<file path="src/rtl/enemy_bullet_ctl.sv">
// rtl/enemy_bullet_ctl.sv - enemy bullet spawn/cooldown/motion controller
// One bullet at a time: cooldown in WAIT, spawn below the enemy, fall once per frame tick.
module enemy_bullet_ctl #(
    parameter int COOLDOWN  = 3,
    parameter int SPEED     = 8,
    parameter int SPAWN_OFF = 20,
    parameter int Y_SHIP    = 680,
    parameter int Y_MAX     = 768
) (
    input  logic        pclk,
    input  logic        rst,
    input  logic        frame_tick,
    input  logic [10:0] enemy_X,
    input  logic [10:0] enemy_Y,
    input  logic        enemy_alive,
    input  logic        ship_hit,
    output logic [10:0] enBullet_X,
    output logic [10:0] enBullet_Y,
    output logic        bullet_active,
    output logic        fire_pulse
);

    typedef enum logic [1:0] {
        IDLE = 2'd0,
        WAIT = 2'd1,
        FLY  = 2'd2
    } state_t;

    localparam logic [7:0]  COOLDOWN_C  = 8'(COOLDOWN);
    localparam logic [11:0] SPEED_C     = 12'(SPEED);
    localparam logic [11:0] SPAWN_OFF_C = 12'(SPAWN_OFF);
    localparam logic [11:0] Y_SHIP_C    = 12'(Y_SHIP);
    localparam logic [11:0] Y_MAX_C     = 12'(Y_MAX);

    state_t      state_q, state_d;
    logic [7:0]  cnt_q, cnt_d;
    logic [10:0] x_q, x_d;
    logic [10:0] y_q, y_d;
    logic        active_q, active_d;
    logic        fire_q, fire_d;

    // 12-bit sums so that an overflow past 2047 still reads as off-screen
    logic [11:0] spawn_y;
    logic [11:0] next_y;

    assign spawn_y = {1'b0, enemy_Y} + SPAWN_OFF_C;
    assign next_y  = {1'b0, y_q} + SPEED_C;

    always_comb begin
        state_d  = state_q;
        cnt_d    = cnt_q;
        x_d      = x_q;
        y_d      = y_q;
        active_d = active_q;
        fire_d   = 1'b0;
        case (state_q)
            IDLE: begin
                if (enemy_alive && !ship_hit) begin
                    cnt_d   = COOLDOWN_C;
                    state_d = WAIT;
                end
            end
            WAIT: begin
                if (!enemy_alive || ship_hit) begin
                    state_d = IDLE;
                end else if (frame_tick) begin
                    if (cnt_q != 8'd0) begin
                        cnt_d = cnt_q - 8'd1;
                    end else if (spawn_y >= Y_MAX_C) begin
                        state_d = IDLE;
                    end else begin
                        x_d      = enemy_X;
                        y_d      = spawn_y[10:0];
                        active_d = 1'b1;
                        fire_d   = 1'b1;
                        state_d  = FLY;
                    end
                end
            end
            FLY: begin
                if (ship_hit) begin
                    x_d      = 11'd0;
                    y_d      = 11'd0;
                    active_d = 1'b0;
                    state_d  = IDLE;
                end else if (frame_tick) begin
                    // Land exactly on the ship row so the equality detector cannot miss it
                    if (({1'b0, y_q} < Y_SHIP_C) && (next_y > Y_SHIP_C)) begin
                        y_d = Y_SHIP_C[10:0];
                    end else if (next_y >= Y_MAX_C) begin
                        x_d      = 11'd0;
                        y_d      = 11'd0;
                        active_d = 1'b0;
                        state_d  = IDLE;
                    end else begin
                        y_d = next_y[10:0];
                    end
                end
            end
            default: begin
                x_d      = 11'd0;
                y_d      = 11'd0;
                active_d = 1'b0;
                state_d  = IDLE;
            end
        endcase
    end

    always_ff @(posedge pclk) begin
        if (rst) begin
            state_q  <= IDLE;
            cnt_q    <= 8'd0;
            x_q      <= 11'd0;
            y_q      <= 11'd0;
            active_q <= 1'b0;
            fire_q   <= 1'b0;
        end else begin
            state_q  <= state_d;
            cnt_q    <= cnt_d;
            x_q      <= x_d;
            y_q      <= y_d;
            active_q <= active_d;
            fire_q   <= fire_d;
        end
    end

    assign enBullet_X    = x_q;
    assign enBullet_Y    = y_q;
    assign bullet_active = active_q;
    assign fire_pulse    = fire_q;

endmodule

</file>
<file path="config.mk">
export PLATFORM = sky130hd
export DESIGN_NAME = enemy_bullet_ctl
export DESIGN_NICKNAME = d
export VERILOG_FILES = /design/src/rtl/enemy_bullet_ctl.sv
export SDC_FILE = /design/constraint.sdc
export NUM_CORES = 1
export LEC_CHECK = 0
export ABC_CLOCK_PERIOD_IN_PS = 3160
export BUFFER_PORTS_ARGS = -buffer_cell sky130_fd_sc_hd__clkbuf_2
export CORE_MARGIN = 2
export CORE_UTILIZATION = 35
export DETAILED_ROUTE_END_ITERATION = 12
export SLEW_MARGIN = 20
export SYNTH_ARGS = -nofsm -noshare
export SYNTH_HDL_FRONTEND = slang
export SYNTH_SLANG_ARGS = --single-unit
</file>
<file path="constraint.sdc">
create_clock -name pclk -period 3.16 [get_ports pclk]
set_clock_uncertainty 0.2 [all_clocks]
set_input_delay 0.158 -clock pclk [delete_from_list [all_inputs] [get_ports pclk]]
set_output_delay 0.158 -clock pclk [all_outputs]
set_load 0.05 [all_outputs]
</file>
==> results.yml, run 1 <==
status:
  status: "finished clean"
power:
  comb_power_share_pct: 33.3
  clkPwrFrac_pct: 25.4
  power_density_mw_per_mm2: 444
  switching_share_pct: 36.7
  vdd_ir_drop_max_v: 0.000280
  leakage_nw: 1.03
  p_seq_share_pct: 41.3
  switchingPower_mw: 0.430
  internal_power_mw: 0.741
floorplanning:
  die_width_um: 81.4
  io_pins: 51
  coreArea_mm2: 0.00585
  die_y_um: 81.4
  num_rows: 28
  start_util_pct: 35.8
  die_area_mm2: 0.00663
timing:
  tightestPinTransition_ns: 0.769
  rsz0062_at_grt: "false"
  period_needed_ns: 2.89
  fin_crit_sh_pct: 91.4
  finalHoldViolCount: 0
  tns_ns: 0
  slew_headroom_pct: 48.8
  setup_viol: 0
  maxSlewViolCount: 0
  hold_slack_ns: 0.0572
  clock.fmax_mhz: 346
worst_setup_path:
  start_kind: "register"
  r2r-end: "state_q[1]$_SDFFE_PP0P_"
  cp.arrival_ns: 2.90
  cp.required_ns: 3.17
  reg2regPathDepth: 8
  crit_path_end: "state_q[1]$_SDFFE_PP0P_"
  rrSetupSlack_ns: 0.27
  reg2reg_from: "enBullet_Y[3]$_SDFFE_PP0P_"
  critPathKind: "register to register"
  crit_fanout: 17
  startpoint: "enBullet_Y[3]$_SDFFE_PP0P_"
  endpoint_kind: "register"
layout:
  utilization_pct: 45.1
  design_area_mm2: 0.00264
  area_growth_pct: 25.7
  diodes: 0
  num-nets-final: 360
  fillers: 586
  drive_above_1_share_pct: 21.1
  stdcell_count: 398
logic_synthesis:
  synthesis.area_mm2: 0.00210
  synth_nets: 297
  avgSynthCellArea_um2: 8.07
  synth_edf_count: 0
  ys_seq_area_share_pct: 32.5
  ys_warn_count: 0
  synth_ff_type: "dfxtp_1"
  synth_cell_types: 55
  ys_seq_elements: 34
  synthCells: 260
  async_flop_share_pct: 0
run:
  maxCapViolCount: 0
clock_network:
  cts_tree: "done"
  numCtsBuffers: 5
  root_buffer: "clkbuf_8"
  clock-sinks: 34
  post_cts_buffers: 0
  htreeDepth: 2
  clock_latency_ns: 0.28
  path_clk_slew_ns: 0.06
  cts_max_path_buffers: 2
grt:
  first_global_vias: 2009
  grt_pass1_wl_um: 9230
  antenna_found_initial: 0
  grt_max_degree: 25
  overflow: 0
  grt.total_usage_pct: 17.9
placement:
  port_buffers: 50
  gp_congestion: 0.953
  dp_cells: 378
  dp_hpwl_um: 4020
  postPlaceCellArea_mm2: 0.00242
routing:
  num_vias: 2145
  drc: 0
  ant_nets: 0
  drtIter0Drc: 116
  vias_per_cell: 5.39
  first_pass_iters: 4
  wl_per_cell_um: 14.2
  drt-total-wl_um: 5660
min_path:
  hold_class: "primary input to register"
-- timing repair --
item / CTS / global route
setup endpoints to repair: 0 / 15
hold buffers: 13 / 0
gates resized for setup: 0 / 1
endpoints found under the hold margin: 13 / 0
-- per-layer routing --
metal / vias to the layer above / GRT usage (%) / share of wire (%)
met3: 4 / 3.67 / 3.7
met2: 38 / 30.2 / 50
li1: 1082 / - / -
met5: - / 0 / 0
met4: 0 / 6.10 / 0.88
met1: 1021 / 22.7 / 45
-- power groups by stage --
stage	clock [mW]	combinational, mW	sequential [mW]
after floorplan	0	0.232	0.532
after global placement	0	0.371	0.492
after detailed placement	0	0.374	0.492
after CTS	0.310	0.389	0.483
after global routing	0.330	0.430	0.487
final	0.298	0.390	0.483
-- stage by stage --
stage,worst slack (ns),power [mW]
2_1_floorplan,0.168,0.763
3_3_place_gp,0.259,0.863
3_5_place_dp,0.223,0.866
4_1_cts,0.217,1.18
5_1_grt,0.0336,1.25
6_report,0.270,1.17
-- worst min path at each step --
stage | from | to | cells after the start
4_1_cts | enemy_Y[6] | enBullet_Y[6]$_SDFFE_PP0P_ | 3
3_5_place_dp | enemy_X[10] | enBullet_X[10]$_SDFFE_PP0P_ | 2
2_1_floorplan | enemy_X[10] | enBullet_X[10]$_SDFFE_PP0P_ | 1
5_1_grt | frame_tick | fire_pulse$_SDFF_PP0_ | 3
6_report | enemy_Y[6] | enBullet_Y[6]$_SDFFE_PP0P_ | 3
3_3_place_gp | enemy_X[10] | enBullet_X[10]$_SDFFE_PP0P_ | 2
-- worst max-delay path: stages (launching register included) --
cell and delay [ns]:
dfxtp_1 0.53, ha_1 0.34, a21boi_1 0.22, a21oi_1 0.09, a211o_1 0.35, a21oi_4 0.27, a21oi_4 0.16, or4_1 0.49
a21oi_1 0.14
-- synth_stat cells, types with 2 or more instances --
cell type,n,area [um^2]
ha_1,10,125
nand4_1,10,62.6
clkbuf_1,5,18.8
o21ai_0,18,90.1
a211o_1,4,35.0
a31oi_1,2,12.5
and2_1,2,12.5
nor4b_1,3,26.3
dfxtp_1,34,681
a21o_1,2,15.0
o211ai_1,5,37.5
o311ai_1,2,17.5
xnor2_1,8,70.1
nor2_1,24,90.1
or3_1,2,12.5
nor2b_1,4,25.0
a21oi_1,20,100
a211oi_1,2,15.0
xor2_1,5,43.8
buf_2,5,25.0
or4_1,2,15.0
nand3_1,14,70.1
nand2b_1,4,25.0
nand4b_1,3,26.3
inv_1,15,56.3
nand2_1,19,71.3
nor4_1,6,37.5
o21a_1,2,15.0
and3_1,2,12.5
-- cell usage in the layout, fill, tap and decap left out, drive strengths merged, types with 5 or more instances in the layout --
master        n
inv          15
clkbuf       55
xor2          5
o21ai        18
o211ai        5
a21oi        22
nand3        15
nand4        10
nor2         24
dlygate4sd3  13
ha           10
nor4          7
xnor2         8
dfxtp        34
nand2        19
-- registers in the layout, summed over array words and instances, names as in the netlist --
name	count
enBullet_X	11
enBullet_Y	11
fire_pulse	1
bullet_active	1
cnt_q	8
state_q	2
-- cell families after synthesis --
family	synth area share, %
compound gates	24.3
xor+xnor	5.43
fa+ha+maj	5.97
buf+inv	5.13
flops	32.5
mux	0.477
simple gates	26.3
-- area by class of cell --
cell class	instances	area (um^2)	share of cell area, %
timing repair buffer	67	410	15.6
inverter	15	56.3	2.14
tap	75	93.8	3.56
multi-input combinational	200	1320	49.9
sequential	34	681	25.8
clock buffer	5	68.8	2.61
clock inverter	2	10.0	0.380
No activity file was read; power rests on OpenSTA's default activity.
==> inputs of run 2 (changes only) <==
Settings changed: CORE_MARGIN 2 to 1, RECOVER_POWER from default to 25.
==> results.yml, run 2 (synthesis gave the netlist of run 1 again) <==
timing:
  slew_headroom_pct: 58.9
  tns_ns: 0
  setup_viol: 0
  rsz0062_at_grt: "false"
  finalHoldViolCount: 0
  period_needed_ns: 2.89
  tightestPinTransition_ns: 0.614
  fin_crit_sh_pct: 91.6
  maxSlewViolCount: 0
  clock.fmax_mhz: 346
clock_network:
  root_buffer: "clkbuf_8"
  cts_max_path_buffers: 2
  numCtsBuffers: 5
  htreeDepth: 2
  cts_tree: "done"
  clock_latency_ns: 0.29
  clock-sinks: 34
  path_clk_slew_ns: 0.07
power:
  switchingPower_mw: 0.456
  p_seq_share_pct: 35.3
  power_density_mw_per_mm2: 506
  leakage_nw: 1.03
  comb_power_share_pct: 28.8
  vdd_ir_drop_max_v: 0.000285
  power_mw: 1.37
  clkPwrFrac_pct: 35.9
  internal_power_mw: 0.915
  switching_share_pct: 33.3
status:
  status: "finished clean"
worst_setup_path:
  start_kind: "register"
  cp.arrival_ns: 2.91
  cp_slowest_cell: "dfxtp_1"
  cp_top_family: "compound AO/OA/AOI/OAI gates"
  cp.required_ns: 3.18
  cp_num_buf_inv: 0
  cp_cell_sequence: "ha_1 > a21boi_1 > a21oi_1 > a211o_1 > a21oi_4 > a21oi_4 > or4_1 > a21oi_1"
  endpoint_kind: "register"
  cpPeakStageDelay_ns: 0.53
  crit_fanout: 17
  critPathKind: "register to register"
routing:
  ant_nets: 0
  met1_length_um: 2750
  wl_met2_um: 2540
  drtIter0Drc: 122
  first_pass_iters: 4
  vias_per_cell: 5.29
  drc: 0
  num_vias: 2123
  highest_layer: "met4"
  wl_met3_um: 278
  drt-total-wl_um: 5660
  wl_per_cell_um: 14.1
floorplanning:
  io_pins: 51
  start_util_pct: 37.2
  coreArea_mm2: 0.00564
  die_width_um: 79.4
  die_area_mm2: 0.00631
  die_y_um: 79.4
  num_rows: 27
layout:
  diodes: 0
  drive_above_1_share_pct: 18.2
  num-nets-final: 365
  final_cell_mix: "36 x clkbuf_2, 34 x dfxtp_1, 24 x nor2_1"
  final_common_cell: "clkbuf_2"
  area_growth_pct: 29.3
grt:
  grt_pass1_wl_um: 9370
  grt.total_usage_pct: 18.8
  grt_max_degree: 25
  first_global_vias: 1999
  antenna_found_initial: 0
  overflow: 0
run:
  maxCapViolCount: 0
placement:
  port_buffers: 50
  dp_hpwl_um: 4060
  gp_congestion: 0.819
min_path:
  hold_class: "primary input to register"
==> run 2: cell types whose count changed in the layout (fill, tap and decap cells not counted) <==
cell	delta
clkinv_4	+1
bufinv_16	+2
clkinv_2	-2
buf_4	+5
clkbuf_2	-14
clkbuf_1	+14
==> run 2: area by class of cell <==
cell class              instances  area (um^2)
multi-input cells             200         1320
flip-flops and latches         34          681
inverters                      15         56.3
clock buffers                   5         68.8
clock inverters                 3         68.8
well taps                      72         90.1
repair buffers                 72          430
fillers                       552         2930
==> run 2: metal layers <==
| layer | global-route usage (%) | vias to the layer above |
|---|---|---|
| li1 | - | 1097 |
| met1 | 24.5 | 960 |
| met2 | 32.0 | 56 |
| met3 | 2.74 | 10 |
| met4 | 5.45 | 0 |
| met5 | 0 | - |
==> run 2: power by group through the flow <==
stage / clock [mW] / combinational, mW / sequential (mW)
5_1_grt: 0.519 / 0.435 / 0.488
2_1_floorplan: 0 / 0.232 / 0.532
6_report: 0.492 / 0.395 / 0.484
3_5_place_dp: 0 / 0.382 / 0.493
4_1_cts: 0.501 / 0.397 / 0.484
3_3_place_gp: 0 / 0.379 / 0.492
==> run 2: repair_timing <==
item / 4_1_cts / 5_1_grt
endpoints found under the setup margin: 0 / 7
hold buffers: 13 / 0
hold endpoints to repair: 13 / 0
setup buffers: 0 / 0
gates resized for setup: 0 / 1
==> run 2: through the flow <==
stage / cells / instance area (um^2) / utilization (%) / hold WS [ns] / worst slack (ns)
after floorplan: 260 / 2100 / - / 0.127 / 0.168
after global placement: 380 / 2450 / 43.5 / 0.222 / 0.270
after detailed placement: 380 / 2450 / 43.5 / 0.226 / 0.194
after CTS: 401 / 2720 / 48.2 / 0.0346 / 0.171
after global routing: 401 / 2710 / 48.1 / 0.0584 / 0.0276
final: 401 / 2710 / 48.1 / 0.0429 / 0.267
==> run 2: final timing paths <==
kind                                    from                          to  slack [ns]  depth (start not counted)
setup / recovery  enBullet_Y[3]$_SDFFE_PP0P_     state_q[1]$_SDFFE_PP0P_        0.27                          8
hold / removal                    enemy_Y[6]  enBullet_Y[6]$_SDFFE_PP0P_        0.04                          3
hold reg to reg   enBullet_X[0]$_SDFFE_PP0P_  enBullet_X[0]$_SDFFE_PP0P_        0.28                          2
setup reg to reg  enBullet_Y[3]$_SDFFE_PP0P_     state_q[1]$_SDFFE_PP0P_        0.27                          8
==> run 2: worst register-to-register path, stage by stage (launching register included) <==
cell,delay [ns]
dfxtp_1,0.53
ha_1,0.35
a21boi_1,0.23
a21oi_1,0.09
a211o_1,0.35
a21oi_4,0.27
a21oi_4,0.17
or4_1,0.49
a21oi_1,0.14
==> inputs of run 3 (changes only) <==
==> constraint.sdc (replaced) <==
create_clock -name pclk -period 3.16 [get_ports pclk]
set_clock_uncertainty 0.2 [all_clocks]
set_input_delay 0.316 -clock pclk [delete_from_list [all_inputs] [get_ports pclk]]
set_output_delay 0.316 -clock pclk [all_outputs]
set_load 0.05 [all_outputs]
==> results.yml, run 3 (synthesis gave the netlist of run 1 again) <==
clock_network:
  clock_latency_ns: 0.29
  path_clk_slew_ns: 0.08
  cts_tree: "done"
  cts_hold_buffers: 0
  numCtsBuffers: 5
  root_buffer: "clkbuf_8"
  clock-sinks: 34
  cts_max_path_buffers: 2
  htreeDepth: 2
  post_cts_buffers: 0
status:
  status: "finished clean"
grt:
  grt_pass1_wl_um: 9090
  first_global_vias: 1870
  use_met3_pct: 4.23
  grt.total_usage_pct: 18.6
  overflow: 0
  antenna_found_initial: 0
  met1_usage_pct: 24.4
  grt_max_degree: 24
  met2_usage_pct: 30.1
  grt.busiest_layer: "met2"
worst_setup_path:
  r2r-end: "state_q[1]$_SDFFE_PP0P_"
  rrSetupSlack_ns: 0.20
  cp.required_ns: 3.18
  reg2regPathDepth: 8
  crit_fanout: 17
  cp_num_buf_inv: 0
  cpPeakStageDelay_ns: 0.57
  cp_cell_sequence: "ha_1 > a21boi_1 > a21oi_1 > a211o_1 > a21oi_4 > a21oi_4 > or4_1 > a21oi_1"
  endpoint_kind: "register"
  reg2reg_from: "enBullet_Y[3]$_SDFFE_PP0P_"
  cp.arrival_ns: 2.99
  cp_top_family: "compound AO/OA/AOI/OAI gates"
  cp_slowest_cell: "dfxtp_1"
  start_kind: "register"
  critPathKind: "register to register"
timing:
  clock.fmax_mhz: 337
  finalHoldViolCount: 0
  setup_viol: 0
  tns_ns: 0
  rsz0062_at_grt: "false"
  hold_slack_ns: 0.0740
  tightestPinTransition_ns: 0.776
  period_needed_ns: 2.96
  slew_headroom_pct: 48.3
  fin_crit_sh_pct: 93.8
  maxSlewViolCount: 0
routing:
  wl_per_cell_um: 14.4
  drt-total-wl_um: 5600
  first_pass_iters: 4
  ant_nets: 0
  drc: 0
  vias_per_cell: 5.42
  num_vias: 2109
  drtIter0Drc: 149
min_path:
  whs_path_depth: 3
  hold_class: "primary input to register"
  min-delay-start: "enemy_X[2]"
  hold_end: "enBullet_X[2]$_SDFFE_PP0P_"
power:
  vdd_ir_drop_max_v: 0.000315
  power_density_mw_per_mm2: 523
  leakage_nw: 0.982
layout:
  regArea_um2: 681
  final_common_cell: "clkbuf_2"
  diodes: 0
  num-nets-final: 353
  multiInputGateArea_mm2: 0.00132
  final_cell_mix: "36 x clkbuf_2, 34 x dfxtp_1, 24 x nor2_1"
  area_growth_pct: 23.5
  fillers: 575
  drive_above_1_share_pct: 19.6
run:
  maxCapViolCount: 0
placement:
  dp_hpwl_um: 4140
  gp_congestion: 0.837
  port_buffers: 50
floorplanning:
  die_area_mm2: 0.00631
  start_util_pct: 37.2
  io_pins: 51
  num_rows: 27
  die_width_um: 79.4
  die_y_um: 79.4
  coreArea_mm2: 0.00564
[run 3: worst max-delay path by stage]
| stage | slack, ns | depth (start not counted) | from | to |
|---|---|---|---|---|
| detailed placement | 0.16 | 8 | enBullet_Y[3]$_SDFFE_PP0P_ | enBullet_X[10]$_SDFFE_PP0P_ |
| global route | 0.02 | 8 | enBullet_Y[3]$_SDFFE_PP0P_ | state_q[1]$_SDFFE_PP0P_ |
| CTS | 0.14 | 8 | enBullet_Y[3]$_SDFFE_PP0P_ | enBullet_X[10]$_SDFFE_PP0P_ |
| finish | 0.20 | 8 | enBullet_Y[3]$_SDFFE_PP0P_ | state_q[1]$_SDFFE_PP0P_ |
| global placement | 0.28 | 8 | enBullet_Y[3]$_SDFFE_PP0P_ | enBullet_X[10]$_SDFFE_PP0P_ |
| floorplan | 0.17 | 8 | enBullet_Y[3]$_SDFFE_PP0P_ | enBullet_Y[5]$_SDFFE_PP0P_ |
[run 3: routing by layer]
metal	share of wire (%)	wire (um)
met1	48	2680
met2	47	2640
met3	4.4	248
met4	0.55	31
met5	0	0
[run 3: final cells by class]
type	instances	area share, %
Multi-Input combinational cell	200	50.9
Sequential cell	34	26.3
Timing Repair Buffer	60	11.9
Tap cell	72	3.48
Clock buffer	5	2.66
Clock inverter	3	2.66
Inverter	15	2.17
[run 3: repair_timing]
| item | 4_1_cts | 5_1_grt |
|---|---|---|
| setup endpoints to repair | 0 | 14 |
| resized for setup | 0 | 2 |
| hold endpoints to repair | 0 | 0 |
[run 3: worst min-delay path, delay by kind of cell]
family / cells / cell delay (ns)
buffers and inverters: 1 / 0.08
and+or+nand+nor: 1 / 0.07
AOI/OAI and AO/OA: 1 / 0.06
[run 3: where the power goes]
group	switching (mW)	leakage, nW	internal, mW
Clock	0.178	0.0683	0.316
Combinational	0.251	0.639	0.128
Sequential	0.0231	0.275	0.460
[run 3: stage by stage]
| stage | power [mW] | instance area, um^2 | util [%] | setup slack (ns) | instances |
|---|---|---|---|---|---|
| 6_report | 1.36 | 2590 | 45.9 | 0.195 | 389 |
| 5_1_grt | 1.43 | 2590 | 45.9 | 0.0250 | 389 |
| 4_1_cts | 1.36 | 2600 | 46.1 | 0.139 | 389 |
| 3_5_place_dp | 0.873 | 2460 | 43.6 | 0.157 | 381 |
| 3_3_place_gp | 0.872 | 2460 | 43.6 | 0.278 | 381 |
| 2_1_floorplan | 0.763 | 2100 | - | 0.168 | 260 |
